[src/rtl/sound_cmd_mailbox.sv]
// Sound command mailbox: the main CPU queues command bytes in a small FIFO
// that the sound CPU drains. The sound CPU answers through a one-byte
// response latch. A status byte is visible to both sides, and an NMI
// generator pulses the sound CPU once for each pending command.
module sound_cmd_mailbox #(
    parameter int DEPTH   = 4,
    parameter int NMI_GAP = 2
) (
    input  logic       clk,
    input  logic       reset,
    input  logic       main_wr_b,
    input  logic       main_rd_b,
    input  logic [7:0] main_din,
    output logic [7:0] main_dout,
    output logic [7:0] main_status,
    input  logic       WR68k_b,
    input  logic       RD68k_b,
    input  logic       SBA0,
    input  logic [7:0] SDout,
    output logic [7:0] snd_dout,
    output logic       snd_dout_en,
    output logic       SNDNMI_b
);

    // The count is five bits wide so that it can hold DEPTH = 16.
    localparam int PTR_W = (DEPTH > 1) ? $clog2(DEPTH) : 1;
    localparam int CNT_W = 5;
    localparam int GAP_W = (NMI_GAP > 1) ? $clog2(NMI_GAP + 1) : 1;

    typedef enum logic [1:0] {
        IDLE   = 2'd0,
        ASSERT = 2'd1,
        GAP    = 2'd2
    } nmi_state_t;

    // Strobe history. Each register resets to 0 ("already low"), so a strobe
    // that is still held low when reset is released is ignored until it
    // rises and falls again.
    logic             r_main_wr_q;
    logic             r_main_rd_q;
    logic             r_snd_wr_q;
    logic             r_snd_rd_q;

    // Command FIFO
    logic [7:0]       r_mem [DEPTH];
    logic [PTR_W-1:0] r_wr_ptr;
    logic [PTR_W-1:0] r_rd_ptr;
    logic [CNT_W-1:0] r_count;
    logic             r_overflow;

    // Response latch
    logic [7:0]       r_resp;
    logic             r_resp_full;

    // Registered read ports
    logic [7:0]       r_main_dout;
    logic [7:0]       r_snd_dout;

    // NMI generator
    nmi_state_t       r_state;
    logic             r_nmi_b;
    logic [GAP_W-1:0] r_gap_cnt;

    // Single-cycle strobe events and derived FIFO controls
    logic             w_main_wr_ev;
    logic             w_main_rd_ev;
    logic             w_snd_wr_ev;
    logic             w_snd_rd_ev;
    logic             w_empty;
    logic             w_full;
    logic             w_pop;
    logic             w_push;
    logic             w_drop;
    logic [7:0]       w_status;

    // Each strobe fires once, on the first clock edge at which it is sampled low.
    assign w_main_wr_ev = r_main_wr_q & ~main_wr_b;
    assign w_main_rd_ev = r_main_rd_q & ~main_rd_b;
    assign w_snd_wr_ev  = r_snd_wr_q  & ~WR68k_b;
    assign w_snd_rd_ev  = r_snd_rd_q  & ~RD68k_b;

    assign w_empty = (r_count == '0);
    assign w_full  = (r_count == CNT_W'(DEPTH));

    // The pop is resolved before the push. A full FIFO therefore still
    // accepts a write in the same cycle as a read. An empty FIFO never
    // forwards the incoming byte straight to the reader.
    assign w_pop  = w_snd_rd_ev & ~SBA0 & ~w_empty;
    assign w_push = w_main_wr_ev & (~w_full | w_pop);
    assign w_drop = w_main_wr_ev & w_full & ~w_pop;

    assign w_status    = {r_resp_full, ~w_empty, w_full, r_overflow, r_count[3:0]};
    assign main_status = w_status;
    assign main_dout   = r_main_dout;
    assign snd_dout    = r_snd_dout;
    assign snd_dout_en = ~RD68k_b;
    assign SNDNMI_b    = r_nmi_b;

    // Record each strobe's level from the previous cycle for falling-edge detection.
    always_ff @(posedge clk or posedge reset) begin
        if (reset) begin
            r_main_wr_q <= 1'b0;
            r_main_rd_q <= 1'b0;
            r_snd_wr_q  <= 1'b0;
            r_snd_rd_q  <= 1'b0;
        end else begin
            r_main_wr_q <= main_wr_b;
            r_main_rd_q <= main_rd_b;
            r_snd_wr_q  <= WR68k_b;
            r_snd_rd_q  <= RD68k_b;
        end
    end

    // Move the FIFO pointers and occupancy count on push and pop.
    always_ff @(posedge clk or posedge reset) begin
        if (reset) begin
            r_wr_ptr <= '0;
            r_rd_ptr <= '0;
            r_count  <= '0;
        end else begin
            if (w_push) begin
                r_wr_ptr <= r_wr_ptr + PTR_W'(1);
            end
            if (w_pop) begin
                r_rd_ptr <= r_rd_ptr + PTR_W'(1);
            end
            case ({w_push, w_pop})
                2'b10:   r_count <= r_count + CNT_W'(1);
                2'b01:   r_count <= r_count - CNT_W'(1);
                default: r_count <= r_count;
            endcase
        end
    end

    // Write accepted command bytes into FIFO storage; the storage itself needs no reset.
    always_ff @(posedge clk) begin
        if (w_push) begin
            r_mem[r_wr_ptr] <= main_din;
        end
    end

    // Keep the overflow flag set until the sound CPU writes a 1 to control bit 0.
    always_ff @(posedge clk or posedge reset) begin
        if (reset) begin
            r_overflow <= 1'b0;
        end else if (w_drop) begin
            r_overflow <= 1'b1;
        end else if (w_snd_wr_ev && SBA0 && SDout[0]) begin
            r_overflow <= 1'b0;
        end
    end

    // Sound-side read port: pop the FIFO head (0xFF when empty) or sample the status byte.
    always_ff @(posedge clk or posedge reset) begin
        if (reset) begin
            r_snd_dout <= 8'hFF;
        end else if (w_snd_rd_ev) begin
            if (SBA0) begin
                r_snd_dout <= w_status;
            end else if (w_empty) begin
                r_snd_dout <= 8'hFF;
            end else begin
                r_snd_dout <= r_mem[r_rd_ptr];
            end
        end
    end

    // Capture the sound CPU's response byte; later writes overwrite earlier ones.
    always_ff @(posedge clk) begin
        if (w_snd_wr_ev && !SBA0) begin
            r_resp <= SDout;
        end
    end

    // Track whether an unread response is waiting. A new response takes
    // precedence over a main read in the same cycle.
    always_ff @(posedge clk or posedge reset) begin
        if (reset) begin
            r_resp_full <= 1'b0;
        end else if (w_snd_wr_ev && !SBA0) begin
            r_resp_full <= 1'b1;
        end else if (w_main_rd_ev) begin
            r_resp_full <= 1'b0;
        end
    end

    // Main-side read port: return the pending response, or 0xFF if none is waiting.
    always_ff @(posedge clk or posedge reset) begin
        if (reset) begin
            r_main_dout <= 8'hFF;
        end else if (w_main_rd_ev) begin
            r_main_dout <= r_resp_full ? r_resp : 8'hFF;
        end
    end

    // NMI generator: hold NMI low while a command waits, release it for NMI_GAP cycles after each pop.
    always_ff @(posedge clk or posedge reset) begin
        if (reset) begin
            r_state   <= IDLE;
            r_nmi_b   <= 1'b1;
            r_gap_cnt <= '0;
        end else begin
            case (r_state)
                IDLE: begin
                    if (!w_empty) begin
                        r_state <= ASSERT;
                        r_nmi_b <= 1'b0;
                    end
                end
                ASSERT: begin
                    if (w_pop) begin
                        r_state   <= GAP;
                        r_nmi_b   <= 1'b1;
                        r_gap_cnt <= GAP_W'(NMI_GAP - 1);
                    end
                end
                GAP: begin
                    if (r_gap_cnt == '0) begin
                        if (!w_empty) begin
                            r_state <= ASSERT;
                            r_nmi_b <= 1'b0;
                        end else begin
                            r_state <= IDLE;
                            r_nmi_b <= 1'b1;
                        end
                    end else begin
                        r_gap_cnt <= r_gap_cnt - GAP_W'(1);
                    end
                end
                default: begin
                    r_state <= IDLE;
                    r_nmi_b <= 1'b1;
                end
            endcase
        end
    end

endmodule
[config.mk]
export PLATFORM = sky130hd
export DESIGN_NAME = sound_cmd_mailbox
export DESIGN_NICKNAME = d
export VERILOG_FILES = /design/src/rtl/sound_cmd_mailbox.sv
export SDC_FILE = /design/constraint.sdc
export NUM_CORES = 1
export LEC_CHECK = 0
export ABC_AREA = 1
export BUFFER_PORTS_ARGS = -buffer_cell sky130_fd_sc_hd__buf_4
export CORE_AREA = 2 2 105 66
export DETAILED_ROUTE_END_ITERATION = 7
export DIE_AREA = 0 0 107 68
export GPL_TIMING_DRIVEN = 1
export PLACE_DENSITY_LB_ADDON = 0.3
export SYNTH_ARGS = -nofsm -noshare
export SYNTH_HDL_FRONTEND = slang
export SYNTH_SLANG_ARGS = --single-unit
[constraint.sdc]
create_clock -name clk -period 4.65 [get_ports clk]
set_input_delay 0.93 -clock clk [delete_from_list [all_inputs] [get_ports clk]]
set_output_delay 0.93 -clock clk [all_outputs]
set_load 0.03 [all_outputs]
---- Word-level counts from Yosys, hierarchy flattened ----
Memory sizes are Yosys's and may differ from the RTL's.
Index checks and enable logic that the tools add are counted.
storage, ports and cells
  register bits after elaboration ......... 44
  memory bits (writable) .................. 32
  output and inout bits ................... 26
  word-level logic and storage cells ...... 84
  memories kept ........................... 1
memories
  name   depth  width  read ports  clocked after memory_dff  wr ports  RTL line  source
  r_mem  4      8      1           0                         1         45        logic [7:0] r_mem [DEPTH];
cells by class
  $add $sub $neg .......................... 5
  equality and inequality tests ........... 9
  multiplexer cells ....................... 23
  bitwise operators ....................... 18
  reduce and logical (&&, ||, !) cells .... 13
operators by type and width
  cell                                              count
  two-way mux 8 bit                                 3
  two-way mux 1 bit                                 11
  two-way mux 2 bit                                 5
  case mux 5 bit (2 select lines)                   1
  bitwise AND 1 bit                                 9
  != test 2 bit, second input constant              4
  inverter 1 bit                                    8
  nonzero test 2 bit                                4
  case mux 2 bit (3 select lines)                   1
  AND reduction 3 bit                               2
  adder 5 x 1 -> 5 bit, second input constant       1
  == test 5 x 3 -> 1 bit, second input constant     1
  logical NOT 5 bit                                 1
  subtractor 5 x 1 -> 5 bit, second input constant  1
  adder 2 x 1 -> 2 bit, second input constant       2
  == test 2 x 1 -> 1 bit, second input constant     2
  == test 2 bit, second input constant              2
  logical NOT 2 bit                                 2
  case mux 2 bit (2 select lines)                   1
  logical AND 1 bit                                 3
  case mux 1 bit (3 select lines)                   1
  subtractor 2 x 1 -> 2 bit, second input constant  1
  logical NOT 1 bit                                 1
  bitwise OR 1 bit                                  1

---- Logic depth before layout (Yosys ltp) ----
Gate-level depths: netlist (run 1).
  depth in word-level cells ............... 8
  mapped depth ............................ 18

---- Worst setup path after synthesis (run 1) ----
Ideal clock, no wire load.
  path type ............................... input port to flip-flop
  start point ............................. input RD68k_b
  end point ............................... register r_count[4]
  setup time .............................. 117 ps
  arrival time ............................ 2722 ps
  required time ........................... 4533 ps
  path slack .............................. 1810 ps
  stages .................................. 17
  cells stage by stage .................... inv_1 > nand2_1 > nor2_2 > o21ai_4 > ha_1 > buf_2 > nand2_1 > inv_1 > nor2_1 > ha_1 > inv_1 > nand2_1 > nand3_1 > nand2_1 > nand2_1 > nand3_1 > nand2_1
between the ends
  cells in the longest elaborated chain, start to end .. 8
ends and longest elaborated chain
  element                                                                       RTL line  source
  start: declaration                                                            17        input logic RD68k_b,
  inverter 1 bit (*)                                                            80        assign w_snd_rd_ev = r_snd_rd_q & ~RD68k_b;
  bitwise AND 1 bit (*)                                                         80
  bitwise AND 1 bit (*) (2 in a row)                                            88        assign w_pop = w_snd_rd_ev & ~SBA0 & ~w_empty;
  bitwise OR 1 bit                                                              89        assign w_push = w_main_wr_ev & (~w_full | w_pop);
  bitwise AND 1 bit                                                             89
  == test 2 x 1 -> 1 bit / == test 2 bit (equally long branches)                127       case ({w_push, w_pop})
  case mux 5 bit (2 select lines) / nonzero test 2 bit (equally long branches)  -
  end signal: assignment                                                        128       2'b10: r_count <= r_count + CNT_W'(1);
  end signal: assignment                                                        129       2'b01: r_count <= r_count - CNT_W'(1);
  end signal: assignment                                                        130       default: r_count <= r_count;
  end: declaration                                                              48        logic [CNT_W-1:0] r_count;
Every way passes the cells marked *; elsewhere a longest branch is shown, timed or not.
A chain may end at the register's enable or synchronous reset.

---- Worst setup path after layout (run 1) ----
Ends and elaborated chain as after synthesis.

==> results of run 1 <==
cell usage in the layout, fill, tap and decap left out, drive strengths merged:
cell type,instances
a21oi,13
clkbuf,13
ha,8
dfstp,17
xor2,3
edfxtp,40
xnor2,2
buf,49
nand2,63
nor3,3
nor2,58
nand3,17
o21ai,31
nand3b,1
dfrtp,19
inv,35
clkinv,4
o21bai,1
or2,1
o211ai,2
metrics by stage:
| step | instances | util [%] | worst slack [ps] | area [um2] | hold slack [ps] |
|---|---|---|---|---|---|
| 2_1_floorplan | 329 | - | 1810 | 3390 | 466 |
| 3_3_place_gp | 451 | 58.8 | 1620 | 3770 | 451 |
| 3_5_place_dp | 451 | 58.8 | 1490 | 3770 | 454 |
| 4_1_cts | 467 | 61.9 | 1880 | 3970 | 466 |
| 5_1_grt | 467 | 61.9 | 1640 | 3970 | 489 |
| 6_report | 467 | 61.9 | 1820 | 3970 | 465 |
cell usage after synthesis:
master and instances:
inv_1 33, o21ai_1 2, o21bai_1 1, nand3_4 2, nand2_1 61, nand3_1 15
xor2_1 3, nand2_2 1, o21ai_0 27, nor2_4 2, xnor2_1 2, buf_2 3
nor2_1 52, edfxtp_1 40, o21ai_4 2, a21oi_1 13, nor3_1 3, clkbuf_1 1
or2_1 1, nand3b_1 1, nor2_2 4, nand2_4 1, o211ai_1 2, dfstp_2 17
buf_4 10, inv_2 2, clkinv_1 1, dfrtp_1 19, ha_1 8
final cells by class:
class                      count  area, um2
timing repair buffer          49        368
multi-input combinational    203       1040
tap                           87        109
sequential                    76       2120
clock inverter                 3       18.8
inverter                      36        135
clock buffer                  13        180
fill                         539       2450
routing by layer:
layer	wire length, um	up-vias	global-route usage (%)
met5	0	-	0
li1	-	1152	-
met4	42	0	7.47
met1	3060	1073	26.6
met3	385	4	6.00
met2	3040	64	31.4
flip-flops by register name, summed over array words and instances (netlist names):
signal       flops
r_resp_full      1
r_resp           8
r_rd_ptr         2
r_overflow       1
r_wr_ptr         2
r_snd_wr_q       1
r_count          5
r_main_wr_q      1
snd_dout         8
r_mem           32
r_snd_rd_q       1
r_main_rd_q      1
main_dout        8
r_state          2
SNDNMI_b         1
r_gap_cnt        2
how the worst max path moves through the flow:
| stage | start | to | slack (ps) |
|---|---|---|---|
| 2_1_floorplan | RD68k_b | r_count[4] | 1810 |
| 3_3_place_gp | RD68k_b | r_count[4] | 1620 |
| 3_5_place_dp | RD68k_b | r_count[4] | 1490 |
| 4_1_cts | RD68k_b | r_count[4] | 1880 |
| 5_1_grt | RD68k_b | r_count[4] | 1640 |
| 6_report | RD68k_b | r_count[4] | 1820 |
power breakdown:
group / leakage [nW] / total (mW) / internal (mW) / switching (mW)
Sequential: 0.771 / 1.00 / 0.860 / 0.140
Combinational: 0.879 / 0.747 / 0.267 / 0.480
Clock: 0.105 / 0.485 / 0.255 / 0.230
kinds of logic (layout without fill, tap and decap cells):
group,count (synthesis),in the layout,synth area share (%)
AOI/OAI and AO/OA,47,47,7.83
DFF,76,76,62.6
and+or+nand+nor,143,143,18.5
xor gates and xnor gates,5,5,1.29
buffers and inverters,50,101,6.75
adders and majority gates,8,8,2.95
worst max-delay path, stage by stage:
cell and delay (ps):
buf_4 110, inv_1 60, nand2_1 250, nor2_2 300, o21ai_4 150, ha_1 300, nand2_1 120, inv_1 50
nor2_1 130, ha_1 160, inv_1 40, nand2_1 90, nand3_1 110, nand2_1 80, nand2_1 50, nand3_1 80
nand2_1 50
==> results.json, run 1 <==
{
  "hpwl_mm": 4.69,
  "min_period_ps": 2830,
  "nNetsFinal": 406,
  "std_cell_rows": 23,
  "drt-initial-drc-count": 128,
  "hold_class": "flip-flop to flip-flop",
  "setup-violations-final": 0,
  "numPortBuffers": 48,
  "grt_max_degree": 26,
  "cts_hold_buf": 0,
  "peakVddDrop_mv": 0.208,
  "gp_congestion": 0.785,
  "maxCapViolCount": 0,
  "numCtsBuffers": 9,
  "htreeDepth": 3,
  "cp.arrival_ps": 3070,
  "die_h_um": 68,
  "grt_pass1_wl_mm": 10.8,
  "synth_fp_nets": 360,
  "ys_ff_latch": 76,
  "fin_crit_sh_pct": 60.9,
  "n_antenna_cell": 0,
  "yosysTopAreaCell": "edfxtp_1",
  "r2r-end": "r_count[4]",
  "yosysTopAreaCellShare_pct": 35.4,
  "hold_depth": 2,
  "r2r-start": "r_snd_rd_q",
  "seq_area_frac_synth_pct": 62.6,
  "cp_max_fo": 12,
  "grt_pass1_vias": 2224,
  "cts-root-buf": "clkbuf_8",
  "drtAntennaViolNets": 0,
  "end_kind": "flip-flop",
  "final-hold-violation-count": 0,
  "grt_overflow": 0,
  "tns_ps": 0,
  "worstHoldStart": "SNDNMI_b",
  "ff2ff_setup_slack_ps": 2180,
  "worstMarginPinSlew_ps": 1170,
  "drc": 0,
  "leakage_nw": 1.75,
  "core-area_mm2": 0.00642,
  "start_util_pct": 52.8,
  "firstDrtPassIters": 4,
  "grt_use_total_pct": 20.0,
  "syn2layout_area_growth_pct": 17.2,
  "pwr_density_cell_mw_per_mm2": 562,
  "fmax_mhz": 353,
  "status": "completed",
  "numClockSinks": 76,
  "wl_mm": 6.53,
  "clockBufferDepth": 2,
  "post_cts_buffers": 0,
  "syn_area_mm2": 0.00339,
  "vias": 2293,
  "worstSkewPairLatency_ps": 340,
  "path_clk_slew_ps": 80,
  "drive_gt1_share_pct": 25.0,
  "criticalPathCategory": "input pin to flip-flop",
  "ctsResizeCount": 0,
  "syn_inst": 329,
  "fin_skew_ps": 7.18,
  "synthTopCellsByArea": "edfxtp_1 35%, dfrtp_1 14%, dfstp_2 13%",
  "avgSynthCellArea_um2": 10.3,
  "slew_headroom_pct": 21.5,
  "ys_warn_count": 0,
  "slew_viol_final": 0,
  "rsz0062_at_grt": "no",
  "cts_tree": "done",
  "ioPinCount": 49,
  "wire_per_inst_um": 14.0,
  "r2r_cells": 14,
  "synth_cell_types": 29,
  "dieArea_mm2": 0.00728,
  "total_power_mw": 2.23,
  "antenna_found_initial": 0,
  "startpoint_type": "input pin",
  "holdPathEnd": "SNDNMI_b",
  "vias_per_cell": 4.91,
  "worst_ep_required_time_ps": 4890,
  "die_width_um": 107
}
Note: power is estimated with default switching activity, not from simulation.
==> run 2, diff against run 1 <==
- CORE_AREA: 2 2 105 66 -> 2 2 109 69
- DIE_AREA: 0 0 107 68 -> 0 0 111 71
- clock period: 4.65 -> 2.51 ns (I/O delays scaled with it)
==> run 2 against run 1 <==
Effect of this change: core utilization is 1.6 points lower; cell count is 2.8% higher; critical endpoint unchanged; design area is 5.3% higher; via count is 1.6% higher; count of clock-buffer cells in the layout is 2 lower; highest routed layer unchanged; clock power grew to 2.9 times the previous value; power is 110% higher; clock skew hardly changed; sequential power is 82% higher; combinational power is 95% higher.
==> results.json, run 2 (same netlist as run 1, synthesis figures left out) <==
{
  "status": "completed",
  "nNetsFinal": 415,
  "std_cell_rows": 24,
  "grt_pass1_wl_mm": 11.1,
  "rsz0062_at_grt": "no",
  "p_seq_share_pct": 38.6,
  "nFillCells": 577,
  "path_clk_slew_ps": 60,
  "core-area_mm2": 0.00694,
  "dieArea_mm2": 0.00788,
  "fin_crit_sh_pct": 89.3,
  "drt-initial-drc-count": 154,
  "die_width_um": 111,
  "ioPinCount": 49,
  "r2r-start": "r_count[3]",
  "numClockSinks": 76,
  "end_kind": "flip-flop",
  "firstDrtPassIters": 4,
  "vias_per_cell": 4.85,
  "clock_power_share_pct": 30.4,
  "hold_class": "input pin to async pin",
  "peakVddDrop_mv": 0.464,
  "multi_input_area_mm2": 0.00104,
  "tns_ps": 0,
  "largest_reg_flops": 32,
  "grt_max_degree": 37,
  "internal_power_mw": 3.06,
  "cts_hold_buf": 0,
  "worstMarginPinSlew_ps": 603,
  "vias": 2329,
  "final_common_cell": "nand2_1",
  "grt_pass1_vias": 2268,
  "worst_ep_required_time_ps": 2740,
  "htreeDepth": 3,
  "total_power_mw": 4.71,
  "p_switching_mw": 1.65,
  "hpwl_mm": 4.75,
  "drive_gt1_share_pct": 27.2,
  "min_period_ps": 2240,
  "wl_mm": 6.77,
  "fmax_mhz": 446,
  "final_cell_mix": "61 x nand2_1, 58 x buf_4, 52 x nor2_1, 40 x edfxtp_1, 33 x inv_1",
  "cp_max_fo": 7,
  "comb_power_share_pct": 30.9,
  "post_cts_buffers": 0,
  "start_util_pct": 48.9,
  "numPortBuffers": 48,
  "slew_viol_final": 0,
  "grt_overflow": 0,
  "worstSkewPairLatency_ps": 330,
  "n_antenna_cell": 0,
  "wire_per_inst_um": 14.1,
  "gp_congestion": 0.849,
  "drc": 0,
  "setup-violations-final": 0,
  "grt_use_total_pct": 18.7,
  "maxCapViolCount": 0,
  "cp-startpoint": "r_count[3]",
  "pwr_density_cell_mw_per_mm2": 1130,
  "cts-root-buf": "clkbuf_16",
  "leakage_nw": 1.86,
  "startpoint_type": "flip-flop",
  "cts_tree": "done",
  "syn2layout_area_growth_pct": 23.4,
  "final-hold-violation-count": 0,
  "criticalPathCategory": "flip-flop to flip-flop",
  "clockBufferDepth": 2,
  "largest_register": "r_mem",
  "antenna_found_initial": 0,
  "drtAntennaViolNets": 0,
  "slew_headroom_pct": 59.7,
  "fin_skew_ps": 7.06,
  "swShare_pct": 35.0,
  "cp.arrival_ps": 2470,
  "die_h_um": 71,
  "final-seq-area_mm2": 0.00213,
  "numCtsBuffers": 9
}
==> run 2: layer usage <==
metal	global-route usage, %	up-vias	routed length, um
li1	-	1174	-
met4	6.81	0	97
met1	24.2	1078	3230
met5	0	-	0
met3	8.40	7	444
met2	28.2	70	3000
==> run 2: worst max-delay path: stages, from the launching register on <==
cell	delay, ps
dfrtp_2	470
nor2_4	180
nand3_4	140
nand2_4	130
inv_1	80
ha_1	230
nand2_1	90
inv_1	50
nor2_1	140
ha_1	170
inv_1	30
nand2_1	80
nand3_1	100
nand2_1	70
nand2_1	50
nand3_1	60
nand2_1	50
==> run 2: path summary, 6_finish.rpt <==
kind,to,slack [ps],cells after the start
max,r_count[4],270,16
min,r_count[3],270,3
max reg2reg,r_count[4],270,16
min reg2reg,snd_dout[4],480,2
max in group asynchronous,snd_dout[4],1890,3
min in group clk,r_main_wr_q,290,1
==> run 2: layout make-up <==
type,instances,area share (%)
sequential,76,50.8
clock buffer,11,6.07
tap,91,2.72
multi-input combinational,203,24.8
clock inverter,5,1.92
inverter,36,3.23
timing repair buffer,58,10.4
==> run 2: power by group through the flow <==
stage	logic [mW]	clock network (mW)	registers (mW)
after floorplan	0.979	0	1.90
after global placement	1.43	0	1.83
after detailed placement	1.46	0	1.84
after CTS	1.48	1.45	1.82
after global routing	1.62	1.52	1.85
final	1.46	1.43	1.82
==> run 2: through the flow <==
stage | std cells | cell area [um2] | worst slack [ps] | utilization [%] | hold slack [ps]
after floorplan | 329 | 3390 | 98.2 | - | 466
after global placement | 464 | 3840 | 220 | 55.4 | 464
after detailed placement | 464 | 3840 | 132 | 55.4 | 462
after CTS | 480 | 4180 | 221 | 60.2 | 276
after global routing | 480 | 4180 | 4.25 | 60.3 | 270
final | 480 | 4180 | 267 | 60.3 | 266
==> run 2: timing repair <==
| action | CTS | global route |
|---|---|---|
| setup endpoints to repair | 0 | 1 |
| hold endpoints to repair | 0 | 0 |
| resized for setup | 0 | 2 |
==> run 3, diff against run 2 <==
- CELL_PAD_IN_SITES_DETAIL_PLACEMENT: not set -> 1
- CELL_PAD_IN_SITES_GLOBAL_PLACEMENT: not set -> 1
- CORE_AREA: 2 2 109 69 -> 2 2 122 77
- DIE_AREA: 0 0 111 71 -> 0 0 124 79
==> run 3 against run 2 <==
Effect of this change: combinational power up 5%; critical path depth stayed put; non-clock buffer count grew 2; clock power shrank 11%; die area grew 24%; routed wire length rose by 20%; worst hold slack gained 10 ps; sequential share of layout area fell by 0.17 points; maximum frequency fell by 1.3%; via count up 4.8%.
==> results.json, run 3 (same netlist as run 1, synthesis figures left out) <==
{
  "rsz0062_at_grt": "no",
  "start_util_pct": 38.6,
  "worstHoldStart": "RD68k_b",
  "post_cts_buffers": 0,
  "antenna_found_initial": 0,
  "r2r-start": "r_count[1]",
  "firstDrtPassIters": 4,
  "cts_tree": "done",
  "leakage_nw": 1.84,
  "hold_depth": 1,
  "pwr_density_cell_mw_per_mm2": 1100,
  "slew_viol_final": 0,
  "crit_chain": "nor2_4 > nand3_4 > nand2_4 > inv_1 > ha_2 > nand2_1 > inv_1 > nor2_2 > ha_1 > inv_1 > nand2_1 > nand3_1 > nand2_1 > nand2_1 > nand3_1 > nand2_1",
  "criticalPathCategory": "flip-flop to flip-flop",
  "p_switching_mw": 1.78,
  "tns_ps": 0,
  "wl_met1_mm": 3.91,
  "drc": 0,
  "numCtsBuffers": 9,
  "r2r_cells": 16,
  "grt_pass1_vias": 2559,
  "cp-startpoint": "r_count[1]",
  "r2r-end": "r_count[4]",
  "comb_power_share_pct": 33.1,
  "wl_mm": 8.14,
  "worst_hold_slack_ps": 277,
  "grt_overflow": 0,
  "setup-violations-final": 0,
  "end_kind": "flip-flop",
  "placed_area_mm2": 0.00389,
  "dp.cells": 491,
  "wire_per_inst_um": 16.1,
  "maxCapViolCount": 0,
  "drt-initial-drc-count": 189,
  "holdPathEnd": "r_snd_rd_q",
  "ioPinCount": 49,
  "critPathTopFamily": "simple AND/OR/NAND/NOR gates",
  "final_cell_mix": "61 x nand2_1, 60 x buf_4, 51 x nor2_1, 40 x edfxtp_1, 33 x inv_1",
  "grt_pass1_wl_mm": 13.1,
  "min_period_ps": 2270,
  "gp_congestion": 0.787,
  "vias_per_cell": 4.81,
  "grt_max_degree": 37,
  "largest_reg_flops": 32,
  "worstMarginPinSlew_ps": 646,
  "syn2layout_area_growth_pct": 23.7,
  "internal_power_mw": 2.83,
  "total_power_mw": 4.62,
  "met2_length_mm": 3.77,
  "nNetsFinal": 417,
  "p_seq_share_pct": 39.4,
  "instances_no_fill": 507,
  "cp.arrival_ps": 2510,
  "fmax_mhz": 440,
  "fin_skew_ps": 6.15,
  "final-hold-violation-count": 0,
  "hpwl_mm": 5.89,
  "worst_ep_required_time_ps": 2750,
  "cts_hold_buf": 0,
  "cp_max_fo": 7,
  "clock_power_share_pct": 27.5,
  "path_clk_slew_ps": 70,
  "slew_headroom_pct": 56.9,
  "startpoint_type": "flip-flop",
  "max_stage_delay_ps": 470,
  "std_cell_rows": 27,
  "top_layer_used": "met4",
  "drtAntennaViolNets": 0,
  "cp_slowest_cell": "dfrtp_2",
  "core-area_mm2": 0.00878,
  "fin_crit_sh_pct": 90.5,
  "drive_gt1_share_pct": 28.1,
  "grt_use_total_pct": 18.1,
  "numClockSinks": 76,
  "cts-root-buf": "clkbuf_16",
  "crit_top_cell": "nand2_1",
  "largest_register": "r_mem",
  "worstSkewPairLatency_ps": 340,
  "numPortBuffers": 48,
  "die_h_um": 79,
  "n_antenna_cell": 0,
  "htreeDepth": 3,
  "die_width_um": 124,
  "swShare_pct": 38.6,
  "design_area_mm2": 0.00419,
  "vias": 2441,
  "dieArea_mm2": 0.00980,
  "status": "completed",
  "final_common_cell": "nand2_1",
  "routed-wl-met3_um": 361,
  "peakVddDrop_mv": 0.394,
  "hold_class": "input pin to flip-flop",
  "ff2ff_setup_slack_ps": 240,
  "critPathBufInv": 3,
  "ctsResizeCount": 0,
  "clockBufferDepth": 2
}
[run 3: changes by cell type in the layout (fill, tap and decap cells not counted), sizes merged]
cell / delta
buf: +2
bufinv: -2
clkbuf: -2
clkinv: +2
clkinvlp: +1
inv: +1
[run 3: how the worst max path moves through the flow]
stage	end	slack (ps)	depth (start not counted)
3_5_place_dp	r_count[4]	40	17
6_report	r_count[4]	240	16
5_1_grt	r_count[4]	0.6	16
4_1_cts	r_count[4]	50	16
3_3_place_gp	r_count[4]	170	17
2_1_floorplan	r_count[4]	100	17
[run 3: power by group through the flow]
stage	Clock (mW)	Combinational, mW	Sequential (mW)
finish	1.27	1.53	1.82
detailed placement	0	1.53	1.84
global route	1.35	1.71	1.84
global placement	0	1.47	1.83
floorplan	0	0.979	1.90
CTS	1.29	1.55	1.82
[run 3: metrics by stage]
stage / utilization [%] / worst slack (ps)
floorplan: - / 98.2
global placement: 44.3 / 172
detailed placement: 44.3 / 35.6
CTS: 47.7 / 54.9
global route: 47.7 / 0.591
finish: 47.7 / 239
[run 3: cell type report]
| class | count | area (um2) |
|---|---|---|
| Fill cell | 992 | 4590 |
| Sequential cell | 76 | 2120 |
| Clock buffer | 9 | 225 |
| Multi-Input combinational cell | 203 | 1040 |
| Inverter | 36 | 135 |
| Tap cell | 116 | 145 |
| Clock inverter | 7 | 70.1 |
| Timing Repair Buffer | 60 | 450 |
[run 3: worst register-to-register path: stages (launching register included)]
cell     delay, ps
dfrtp_2        470
nor2_4         180
nand3_4        140
nand2_4         90
inv_1           60
ha_2           240
nand2_1        120
inv_1           70
nor2_2         120
ha_1           180
inv_1           40
nand2_1         90
nand3_1        120
nand2_1         80
nand2_1         50
nand3_1         70
nand2_1         50
[run 3: per-layer routing]
layer	global-route usage, %	vias to the layer above
met2	28.0	44
met3	4.67	12
met5	0	-
li1	-	1182
met4	5.96	0
met1	25.0	1203
